### src/rtl/blackjack_pkg.sv
// Shared state encoding, game constants and small helpers for the deal sequencer.
package blackjack_pkg;

  localparam int unsigned CARD_W       = 5;
  localparam int unsigned SUM_W        = 6;
  localparam int unsigned CNT_W        = 4;
  localparam int unsigned DEALER_STAND = 17;
  localparam int unsigned BUST_LIMIT   = 21;
  localparam int unsigned MAX_CARDS    = 11;
  localparam int unsigned MIN_CARD     = 1;
  localparam int unsigned MAX_CARD     = 11;

  typedef enum logic [3:0] {
    IDLE,
    DEAL_P1,
    DEAL_D1,
    DEAL_P2,
    DEAL_D2,
    CHK_BJ,
    PLAYER,
    DRAW_P,
    CHK_P,
    DEALER,
    DRAW_D,
    CHK_D,
    EVAL
  } state_t;

  function automatic logic card_legal(input logic [CARD_W-1:0] val);
    return (val >= CARD_W'(MIN_CARD)) && (val <= CARD_W'(MAX_CARD));
  endfunction

  function automatic logic [CNT_W-1:0] sat_inc(input logic [CNT_W-1:0] cnt);
    return (cnt >= CNT_W'(MAX_CARDS)) ? cnt : cnt + CNT_W'(1);
  endfunction

  // States that own the card-source handshake.
  function automatic logic is_fetch(input state_t s);
    return (s == DEAL_P1) || (s == DEAL_D1) || (s == DEAL_P2) ||
           (s == DEAL_D2) || (s == DRAW_P)  || (s == DRAW_D);
  endfunction

endpackage

### src/rtl/deal_sequencer_if.sv
// Player controls, card-source handshake and scoring-datapath signals of the sequencer.
interface deal_sequencer_if;
  import blackjack_pkg::*;

  logic              start;
  logic              hit;
  logic              stand;
  logic              card_req;
  logic              card_valid;
  logic [CARD_W-1:0] card_val;
  logic [SUM_W-1:0]  player_sum;
  logic [SUM_W-1:0]  dealer_sum;
  logic [CARD_W-1:0] card_out;
  logic              player_load;
  logic              dealer_load;
  logic              busy;
  logic              eval;
  logic              blackjack;
  logic              err;

  modport master (
    output start, hit, stand, card_valid, card_val, player_sum, dealer_sum,
    input  card_req, card_out, player_load, dealer_load, busy, eval, blackjack, err
  );

  modport slave (
    input  start, hit, stand, card_valid, card_val, player_sum, dealer_sum,
    output card_req, card_out, player_load, dealer_load, busy, eval, blackjack, err
  );

endinterface

### src/rtl/card_fetch.sv
// Card-source handshake shared by every deal/draw state: request hold, legality check,
// card register and illegal-card error pulse.
module card_fetch
  import blackjack_pkg::*;
(
  input  logic              clk,
  input  logic              reset,
  input  logic              i_go,
  input  logic              i_card_valid,
  input  logic [CARD_W-1:0] i_card_val,
  output logic              o_card_req,
  output logic [CARD_W-1:0] o_card_out,
  output logic              o_err,
  output logic              o_accept_c
);

  logic              r_req;
  logic              r_err;
  logic [CARD_W-1:0] r_card;
  logic              w_sample;
  logic              w_legal;

  assign w_sample   = r_req && i_card_valid;
  assign w_legal    = card_legal(i_card_val);
  assign o_accept_c = w_sample && w_legal;

  // Request drops for one cycle after each accepted card; illegal cards keep it high.
  always_ff @(posedge clk or negedge reset) begin
    if (!reset) begin
      r_req  <= 1'b0;
      r_err  <= 1'b0;
      r_card <= '0;
    end else begin
      r_req <= i_go && !o_accept_c;
      r_err <= w_sample && !w_legal;
      if (o_accept_c) begin
        r_card <= i_card_val;
      end
    end
  end

  assign o_card_req = r_req;
  assign o_card_out = r_card;
  assign o_err      = r_err;

endmodule

### src/rtl/deal_sequencer.sv
// Blackjack round sequencer: deals four cards, runs player and dealer turns against the
// external scoring datapath and reports evaluation / blackjack.
module deal_sequencer
  import blackjack_pkg::*;
(
  input  logic            clk,
  input  logic            reset,
  deal_sequencer_if.slave bus
);

  state_t           r_state;
  state_t           w_state_d;
  logic             r_player_load;
  logic             r_dealer_load;
  logic             r_busy;
  logic             r_eval;
  logic             r_blackjack;
  logic             r_settle;
  logic             r_hit_q;
  logic [CNT_W-1:0] r_p_cnt;
  logic [CNT_W-1:0] r_d_cnt;

  logic             w_player_load_d;
  logic             w_dealer_load_d;
  logic             w_busy_d;
  logic             w_eval_d;
  logic             w_blackjack_d;
  logic             w_settle_d;
  logic [CNT_W-1:0] w_p_cnt_d;
  logic [CNT_W-1:0] w_d_cnt_d;
  logic             w_accept;
  logic             w_go;
  logic             w_hit_rise;
  logic             w_player_card;

  assign w_go          = is_fetch(r_state);
  assign w_hit_rise    = bus.hit && !r_hit_q;
  assign w_player_card = (r_state == DEAL_P1) || (r_state == DEAL_P2) || (r_state == DRAW_P);

  card_fetch u_fetch (
    .clk          (clk),
    .reset        (reset),
    .i_go         (w_go),
    .i_card_valid (bus.card_valid),
    .i_card_val   (bus.card_val),
    .o_card_req   (bus.card_req),
    .o_card_out   (bus.card_out),
    .o_err        (bus.err),
    .o_accept_c   (w_accept)
  );

  always_ff @(posedge clk or negedge reset) begin
    if (!reset) begin
      r_state       <= IDLE;
      r_player_load <= 1'b0;
      r_dealer_load <= 1'b0;
      r_busy        <= 1'b0;
      r_eval        <= 1'b0;
      r_blackjack   <= 1'b0;
      r_settle      <= 1'b0;
      r_hit_q       <= 1'b0;
      r_p_cnt       <= '0;
      r_d_cnt       <= '0;
    end else begin
      r_state       <= w_state_d;
      r_player_load <= w_player_load_d;
      r_dealer_load <= w_dealer_load_d;
      r_busy        <= w_busy_d;
      r_eval        <= w_eval_d;
      r_blackjack   <= w_blackjack_d;
      r_settle      <= w_settle_d;
      r_hit_q       <= bus.hit;
      r_p_cnt       <= w_p_cnt_d;
      r_d_cnt       <= w_d_cnt_d;
    end
  end

  // CHK_* states hold while r_settle is set: the sums lag the load strobe by a cycle.
  always_comb begin
    w_state_d       = r_state;
    w_blackjack_d   = r_blackjack;
    w_p_cnt_d       = r_p_cnt;
    w_d_cnt_d       = r_d_cnt;
    w_player_load_d = 1'b0;
    w_dealer_load_d = 1'b0;
    w_settle_d      = w_accept;

    case (r_state)
      IDLE: begin
        if (bus.start) begin
          w_state_d     = DEAL_P1;
          w_blackjack_d = 1'b0;
          w_p_cnt_d     = '0;
          w_d_cnt_d     = '0;
        end
      end
      DEAL_P1: if (w_accept) w_state_d = DEAL_D1;
      DEAL_D1: if (w_accept) w_state_d = DEAL_P2;
      DEAL_P2: if (w_accept) w_state_d = DEAL_D2;
      DEAL_D2: if (w_accept) w_state_d = CHK_BJ;
      CHK_BJ: begin
        if (!r_settle) begin
          if (bus.player_sum == SUM_W'(BUST_LIMIT)) begin
            w_blackjack_d = 1'b1;
            w_state_d     = EVAL;
          end else begin
            w_state_d = PLAYER;
          end
        end
      end
      PLAYER: begin
        if (bus.stand) begin
          w_state_d = DEALER;
        end else if (w_hit_rise) begin
          w_state_d = DRAW_P;
        end
      end
      DRAW_P: if (w_accept) w_state_d = CHK_P;
      CHK_P: begin
        if (!r_settle) begin
          if (bus.player_sum > SUM_W'(BUST_LIMIT)) begin
            w_state_d = EVAL;
          end else if ((bus.player_sum == SUM_W'(BUST_LIMIT)) ||
                       (r_p_cnt >= CNT_W'(MAX_CARDS))) begin
            w_state_d = DEALER;
          end else begin
            w_state_d = PLAYER;
          end
        end
      end
      DEALER: begin
        if (bus.dealer_sum < SUM_W'(DEALER_STAND)) begin
          w_state_d = DRAW_D;
        end else begin
          w_state_d = EVAL;
        end
      end
      DRAW_D: if (w_accept) w_state_d = CHK_D;
      CHK_D: begin
        if (!r_settle) begin
          w_state_d = (r_d_cnt >= CNT_W'(MAX_CARDS)) ? EVAL : DEALER;
        end
      end
      EVAL:    w_state_d = IDLE;
      default: w_state_d = IDLE;
    endcase

    if (w_accept) begin
      if (w_player_card) begin
        w_player_load_d = 1'b1;
        w_p_cnt_d       = sat_inc(r_p_cnt);
      end else begin
        w_dealer_load_d = 1'b1;
        w_d_cnt_d       = sat_inc(r_d_cnt);
      end
    end

    w_busy_d = (w_state_d != IDLE);
    w_eval_d = (w_state_d == EVAL);
  end

  assign bus.player_load = r_player_load;
  assign bus.dealer_load = r_dealer_load;
  assign bus.busy        = r_busy;
  assign bus.eval        = r_eval;
  assign bus.blackjack   = r_blackjack;

endmodule
### src/flat_wrapper.sv
// flat-port wrapper written by rule: the top's interface ports become plain ports
module deal_sequencer_flat import blackjack_pkg::*;
  (clk, reset, bus_start, bus_hit, bus_stand, bus_card_valid, bus_card_val, bus_player_sum, bus_dealer_sum, bus_card_req, bus_card_out, bus_player_load, bus_dealer_load, bus_busy, bus_eval, bus_blackjack, bus_err);
  deal_sequencer_if bus_i ();
  input  logic clk;
  input  logic reset;
  input wire logic [$bits(bus_i.start)-1:0] bus_start;
  input wire logic [$bits(bus_i.hit)-1:0] bus_hit;
  input wire logic [$bits(bus_i.stand)-1:0] bus_stand;
  input wire logic [$bits(bus_i.card_valid)-1:0] bus_card_valid;
  input wire logic [$bits(bus_i.card_val)-1:0] bus_card_val;
  input wire logic [$bits(bus_i.player_sum)-1:0] bus_player_sum;
  input wire logic [$bits(bus_i.dealer_sum)-1:0] bus_dealer_sum;
  output wire logic [$bits(bus_i.card_req)-1:0] bus_card_req;
  output wire logic [$bits(bus_i.card_out)-1:0] bus_card_out;
  output wire logic [$bits(bus_i.player_load)-1:0] bus_player_load;
  output wire logic [$bits(bus_i.dealer_load)-1:0] bus_dealer_load;
  output wire logic [$bits(bus_i.busy)-1:0] bus_busy;
  output wire logic [$bits(bus_i.eval)-1:0] bus_eval;
  output wire logic [$bits(bus_i.blackjack)-1:0] bus_blackjack;
  output wire logic [$bits(bus_i.err)-1:0] bus_err;
  assign bus_i.start = bus_start;
  assign bus_i.hit = bus_hit;
  assign bus_i.stand = bus_stand;
  assign bus_i.card_valid = bus_card_valid;
  assign bus_i.card_val = bus_card_val;
  assign bus_i.player_sum = bus_player_sum;
  assign bus_i.dealer_sum = bus_dealer_sum;
  assign bus_card_req = bus_i.card_req;
  assign bus_card_out = bus_i.card_out;
  assign bus_player_load = bus_i.player_load;
  assign bus_dealer_load = bus_i.dealer_load;
  assign bus_busy = bus_i.busy;
  assign bus_eval = bus_i.eval;
  assign bus_blackjack = bus_i.blackjack;
  assign bus_err = bus_i.err;
  deal_sequencer u_core (.clk(clk), .reset(reset), .bus(bus_i));
endmodule
### config.mk
export PLATFORM = sky130hd
export DESIGN_NAME = deal_sequencer_flat
export DESIGN_NICKNAME = d
export VERILOG_FILES = /design/src/rtl/blackjack_pkg.sv /design/src/rtl/deal_sequencer_if.sv /design/src/rtl/card_fetch.sv /design/src/rtl/deal_sequencer.sv /design/src/flat_wrapper.sv
export SDC_FILE = /design/constraint.sdc
export NUM_CORES = 1
export LEC_CHECK = 0
export ABC_AREA = 0
export BUFFER_PORTS_ARGS = -buffer_cell sky130_fd_sc_hd__buf_4
export CAP_MARGIN = 30
export CORE_UTILIZATION = 30
export CTS_CLUSTER_DIAMETER = 40
export DETAILED_ROUTE_END_ITERATION = 8
export HOLD_SLACK_MARGIN = 0.02
export PLACE_DENSITY = 0.57
export SYNTH_ARGS = -nofsm -noshare
export SYNTH_HDL_FRONTEND = slang
export SYNTH_HIERARCHICAL = 1
export SYNTH_SLANG_ARGS = --single-unit
### constraint.sdc
create_clock -name clk -period 4 [get_ports clk]
set_input_delay 0.2 -clock clk [delete_from_list [all_inputs] [get_ports clk]]
set_output_delay 0.2 -clock clk [all_outputs]
set_load 0.05 [all_outputs]
Word level (Yosys, flattened, before mapping)
Cells that the tools add are included.
{"block": "word_totals", "register_bits": 26, "latch_bits": 0, "mem_bits_rw": 0, "romBits": 0, "in_bits": 23, "output_inout_bits": 12, "wordCells": 96, "memories": 0}
{"block": "classes", "addsub": 2, "mul": 0, "n_div": 0, "magnitude_cmp": 6, "eq_ne": 18, "n_shift": 0, "mux": 36, "bitwise_logic": 0, "reduce_logical": 21}
{"operator": "two-way mux 4 bit", "count": 25}
{"operator": "one-hot mux 4 bit (12 select lines)", "count": 1}
{"operator": "== test 4 bit (second input constant)", "count": 5}
{"operator": "== test 4 x 3 -> 1 bit (second input constant)", "count": 4}
{"operator": "adder 4 x 1 -> 4 bit (second input constant)", "count": 2}
{"operator": "== test 4 x 2 -> 1 bit (second input constant)", "count": 2}
{"operator": "greater-or-equal comparator 4 bit (second input constant)", "count": 2}
{"operator": "logical OR 1 bit", "count": 8}
{"operator": "two-way mux 1 bit", "count": 7}
{"operator": "== test 6 x 5 -> 1 bit (second input constant)", "count": 1}
{"operator": "greater-than comparator 6 x 5 -> 1 bit (second input constant)", "count": 1}
{"operator": "logical AND 1 bit", "count": 6}
{"operator": "less-than comparator 6 x 5 -> 1 bit (second input constant)", "count": 1}
{"operator": "two-way mux 3 bit", "count": 2}
{"operator": "greater-or-equal comparator 5 x 1 -> 1 bit (second input constant)", "count": 1}
{"operator": "less-or-equal comparator 5 x 4 -> 1 bit (second input constant)", "count": 1}
{"operator": "== test 4 x 1 -> 1 bit (second input constant)", "count": 1}
{"operator": "zero test 4 bit", "count": 1}
{"operator": "!= test 2 bit (second input constant)", "count": 2}
{"operator": "AND reduction 4 bit", "count": 1}
{"operator": "nonzero test 4 bit", "count": 1}
{"operator": "zero test 1 bit", "count": 3}
{"operator": "!= test 3 x 2 -> 1 bit (second input constant)", "count": 1}
{"operator": "!= test 3 bit (second input constant)", "count": 1}
{"operator": "3 further kinds", "count": 3}

Logic depth before layout (Yosys ltp)
{"block": "logic_depth", "depth_word": 7, "mapped_depth": 8, "mapped_depth_nobuf": 8}

By module
Netlist, hierarchy kept.
{"mod": "deal_sequencer", "n_inst": 1, "cells_per_inst": 129, "area_per_inst_um2": 1196.1, "seq_area_each_um2": 475.5}
{"mod": "card_fetch", "n_inst": 1, "cells_per_inst": 19, "area_per_inst_um2": 282.8, "seq_area_each_um2": 175.2}

Least setup slack after synthesis
Ideal clock, no wire load.
{"block": "synth_path", "path_kind": "flip-flop to flip-flop", "start": "register u_core.u_fetch.r_req, in the netlist u_core/u_fetch/o_card_req", "end": "register u_core.r_busy, in the netlist u_core/bus.busy", "setup_time_ns": 0.142, "arrival_time_ns": 1.857, "required_ns": 3.858, "path_slack_ns": 2.001, "stages_incl_launch_ff": 8, "path_buffers": 0, "period_less_slack_ns": 1.999, "path_cell_list": "dfrtp_1 -> nand4_4 -> inv_1 -> inv_1 -> a221oi_1 -> nor2_1 -> a221oi_2 -> nand4_1"}
{"block": "synth_between", "elab_chain_cells": 5, "word_cells_on_any_way": 10, "cone_classes": "7 x mux; 3 x reduce/logical"}
{"element": "from (decl)", "line": "card_fetch.sv:17", "source": "logic r_req;"}
{"element": "from (signal assigned)", "line": "card_fetch.sv:34", "source": "r_req <= i_go && !o_accept_c;"}
{"element": "logical AND 1 bit *", "line": "card_fetch.sv:23", "source": "assign w_sample = r_req && i_card_valid;"}
{"element": "logical AND 1 bit *", "line": "card_fetch.sv:25", "source": "assign o_accept_c = w_sample && w_legal;"}
{"element": "named net u_core.w_accept", "line": "deal_sequencer.sv:31", "source": "logic w_accept;"}
{"element": "two-way mux 4 bit (tied with other cells)", "line": "deal_sequencer.sv:138", "source": "DRAW_D: if (w_accept) w_state_d = CHK_D;"}
{"element": "one-hot mux 4 bit (12 select lines) *", "line": "deal_sequencer.sv:88", "source": "case (r_state)"}
{"element": "nonzero test 4 bit *", "line": "deal_sequencer.sv:158", "source": "w_busy_d = (w_state_d != IDLE);"}
{"element": "named net u_core.w_busy_d", "line": "deal_sequencer.sv:25", "source": "logic w_busy_d;"}
{"element": "to (signal assigned)", "line": "deal_sequencer.sv:68", "source": "r_busy <= w_busy_d;"}
{"element": "to (decl)", "line": "deal_sequencer.sv:15", "source": "logic r_busy;"}
The timed path passes the listed nets; every way through them passes the cells marked *.
A chain may end at the register's enable or synchronous reset.

Worst setup path in the final report
{"block": "layout_path", "start": "input port bus_card_val[3]", "end": "register u_core.r_busy, in the netlist u_core/bus.busy"}
{"block": "layout_between", "elab_chain_cells": 6, "word_cells_on_any_way": 12, "cone_classes": "2 x order compare; 7 x mux; 3 x reduce/logical"}
{"element": "from (decl)", "line": "flat_wrapper.sv:11", "source": "input wire logic [$bits(bus_i.card_val)-1:0] bus_card_val;"}
{"element": "greater-or-equal comparator 5 x 1 -> 1 bit / less-or-equal comparator 5 x 4 -> 1 bit (equally long branches)", "line": "blackjack_pkg.sv:30", "source": "return (val >= CARD_W'(MIN_CARD)) && (val <= CARD_W'(MAX_CARD));"}
{"element": "logical AND 1 bit *", "line": "blackjack_pkg.sv:30"}
{"element": "logical AND 1 bit *", "line": "card_fetch.sv:25"}
{"element": "named net u_core.w_accept", "line": "deal_sequencer.sv:31"}
{"element": "two-way mux 4 bit (tied with other cells)", "line": "deal_sequencer.sv:138"}
{"element": "one-hot mux 4 bit (12 select lines) *", "line": "deal_sequencer.sv:88"}
{"element": "nonzero test 4 bit *", "line": "deal_sequencer.sv:158"}
{"element": "named net u_core.w_busy_d", "line": "deal_sequencer.sv:25"}
Marks and branches as above.

==> flow_summary.yaml <==
status:
  status: "completed"
timing:
  hold_viol: 0
  finalCritPeriodShare_pct: 49.82
  slew_violations: 0
  finalSetupViolCount: 0
  maxSlewHeadroom_pct: 60.60
  rsz0062_at_grt: "no"
  min_period_ps: 1993
  setup-tns-final_ps: 0
  skew_ps: 2.817
  tightest_slew_ps: 591.0
  holdWs_ps: 37.45
  max_clock_freq_mhz: 501.8
layout:
  final_nets: 207
  layout-drive-gt1-share_pct: 27.62
  final_cells: 248
  fillers: 499
  syn_to_final_growth_pct: 24.70
  multi_input_area_um2: 759.5
  diodes: 0
  regArea_um2: 650.6
synth:
  synth_largest_area_cell: "dfrtp_1"
  netlist_instances: 148
  synth-seq-cells: 26
  netlist_area_um2: 1479
  synth_area_per_cell_um2: 9.993
  synth-warning-count: 6
  synth_top_area_share_pct: 43.99
  synth.area.top_cells: "dfrtp_1 (44%), o21ai_0 (4.1%), nand2_1 (3.6%)"
  syn_nets: 173
  synth_cell_type_count: 50
  yosysSeqAreaShare_pct: 43.99
critical_path:
  cp_max_fo: 8
  regToRegSetupSlack_ps: 2070
  crit_type: "in2reg"
  worstPathArrival_ps: 2130
  rr_worst_depth: 5
  cp-end-kind: "register"
  path_cells: "buf_4, or4_4, nand4_4, inv_1, nor2b_1, a222oi_1, o32ai_1, a41oi_2, nand4_1"
  critPathLaunchType: "primary input"
  timing.rr.start: "u_core/r_state[0]"
  crit_required_ps: 4140
  critical-path-slowest-cell: "or4_4"
  cp_slowest_stage_delay_ps: 550
  rr_endpoint: "u_core/bus.busy"
route:
  drt_iter0_drc: 62
  vias_per_cell: 4.960
  dr.pass1.iters: 4
  num_vias: 1230
  post_drt_wl_per_cell_um: 12.35
  postRouteAntennaNets: 0
  drt-total-wl_mm: 3.062
  drc: 0
power:
  ir_worst_vdd_mv: 0.2359
  leakage_nw: 0.8406
  power_density_nw_per_um2: 650.1
  finalPower_mw: 1.199
worst_hold_path:
  hp-class: "in2reg"
  min_path_cells: 1
  hold_start: "bus_hit"
  min_to: "u_core/r_hit_q"
floorplan:
  start_util_pct: 31.31
  die_height_um: 72.21
  num_rows: 25
  die_w_um: 72.21
  core_region_area_um2: 4723
  io_pins: 35
  die_area_um2: 5214
cts:
  cts_inserted_buffers: 3
  clockRootBuffer: "clkbuf_8"
  clk_pin_slew_ps: 90
  cts_tree: "done"
  h-tree-depth: 1
  post_cts_buffers: 0
  worstSkewPairLatency_ps: 270
  cts_sinks: 26
  cts.path.max_buffers: 2
placed_design:
  portBuffers: 34
  globalplace.congestion: 0.7955
  hpwlAfterDp_mm: 2.321
  place_inst: 243
grt:
  grt_max_degree: 27
  grt_antenna_before_repair: 0
  gr-total-overflow: 0
  grt_pass1_wl_mm: 5.292
  grt_pass1_vias: 1169
  grtUsageTotal_pct: 12.80
flow_run:
  maxCapViolations: 0
==> layout by cell type, fill, tap and decap left out, types with 3 or more instances in the layout <==
cell / netlist / routed
and2_1: 4 / 4
o21ai_0: 12 / 12
a21oi_1: 4 / 4
clkbuf_8: 0 / 4
mux2_1: 4 / 4
nand4_1: 3 / 3
nor2b_1: 8 / 8
dfrtp_1: 26 / 26
inv_1: 7 / 7
buf_4: 4 / 34
nor2_1: 12 / 12
mux2i_1: 5 / 5
nand2_1: 14 / 14
==> sequential cells by signal (all words and copies together), names as in the netlist, 4 cells and up <==
name                       cells
u_core/r_state                 4
u_core/u_fetch/o_card_out      5
u_core/r_d_cnt                 4
u_core/r_p_cnt                 4
==> synthesized netlist by cell type (all sizes together) <==
| cell | instances |
|---|---|
| a32o | 2 |
| or4 | 1 |
| o41ai | 2 |
| o21ai | 15 |
| or3 | 1 |
| o32ai | 1 |
| nand3b | 1 |
| mux2 | 5 |
| a222oi | 1 |
| and2 | 5 |
| nand2 | 14 |
| o211ai | 1 |
| nand2b | 1 |
| a21boi | 1 |
| a211oi | 1 |
| nand4 | 4 |
| and2b | 1 |
| a311oi | 1 |
| a22oi | 1 |
| mux2i | 5 |
| nor2 | 12 |
| nor2b | 9 |
| dfrtp | 26 |
| nor4bb | 1 |
| a41oi | 3 |
| and3b | 1 |
| buf | 5 |
| ha | 2 |
| a21o | 1 |
| a32oi | 1 |
| a221oi | 2 |
| or2 | 1 |
| inv | 8 |
| nor3 | 1 |
| and3 | 2 |
| clkbuf | 1 |
| a21oi | 5 |
| a31oi | 2 |
| a41o | 1 |
==> final cells by class <==
type	instances	area share, %
inverter	8	1.628
sequential	26	35.28
multi-input combinational	108	41.18
clock buffer	4	2.985
tap	67	4.545
timing repair buffer	35	14.38
==> per-layer routing <==
| layer | share of wire, % | track usage [%] |
|---|---|---|
| met5 | 0 | 0 |
| met4 | 1.1 | 3.268 |
| met3 | 5.2 | 3.056 |
| met2 | 45 | 20.77 |
| met1 | 48 | 17.15 |
==> per-stage QoR <==
step	cell area [um^2]	util (%)	setup slack, ps
2_1_floorplan	1479	-	2002
3_3_place_gp	1779	37.67	1754
3_5_place_dp	1779	37.67	1725
4_1_cts	1844	39.05	2005
5_1_grt	1844	39.05	1859
6_report	1844	39.05	2007
==> what timing repair did <==
| action | 4_1_cts | 5_1_grt |
|---|---|---|
| gates resized for setup | 0 | 0 |
| hold buffers | 1 | 0 |
| hold endpoints to repair | 26 | 0 |
==> power breakdown <==
part / switching, mW / total [mW] / internal, mW / leakage (nW)
clock network: 0.0831 / 0.171 / 0.0880 / 0.0288
registers: 0.116 / 0.456 / 0.340 / 0.337
logic: 0.342 / 0.572 / 0.229 / 0.475
==> kinds of logic after synthesis <==
kind of cell             share of synthesized area (%)
flip-flops                                       43.99
adder cells (fa/ha/maj)                          1.692
multiplexers                                     7.191
buffers and inverters                            4.653
AND/OR/NAND/NOR                                  21.74
AO/OA/AOI/OAI                                    20.73
==> worst max-delay path by stage <==
stage,from,to,slack [ps]
floorplan,u_core/u_fetch/o_card_req,u_core/bus.busy,2000
global placement,bus_card_val[3],u_core/bus.busy,1750
detailed placement,bus_card_val[3],u_core/bus.busy,1730
CTS,bus_card_val[3],u_core/bus.busy,2010
global route,bus_card_val[3],u_core/bus.busy,1860
finish,bus_card_val[3],u_core/bus.busy,2010
==> critical path, delay by kind of cell <==
family	cells	cell delay, ps
AO/OA/AOI/OAI	3	690
AND/OR/NAND/NOR	4	980
buffers and inverters	2	250
Power figures use the tool's default switching activity.
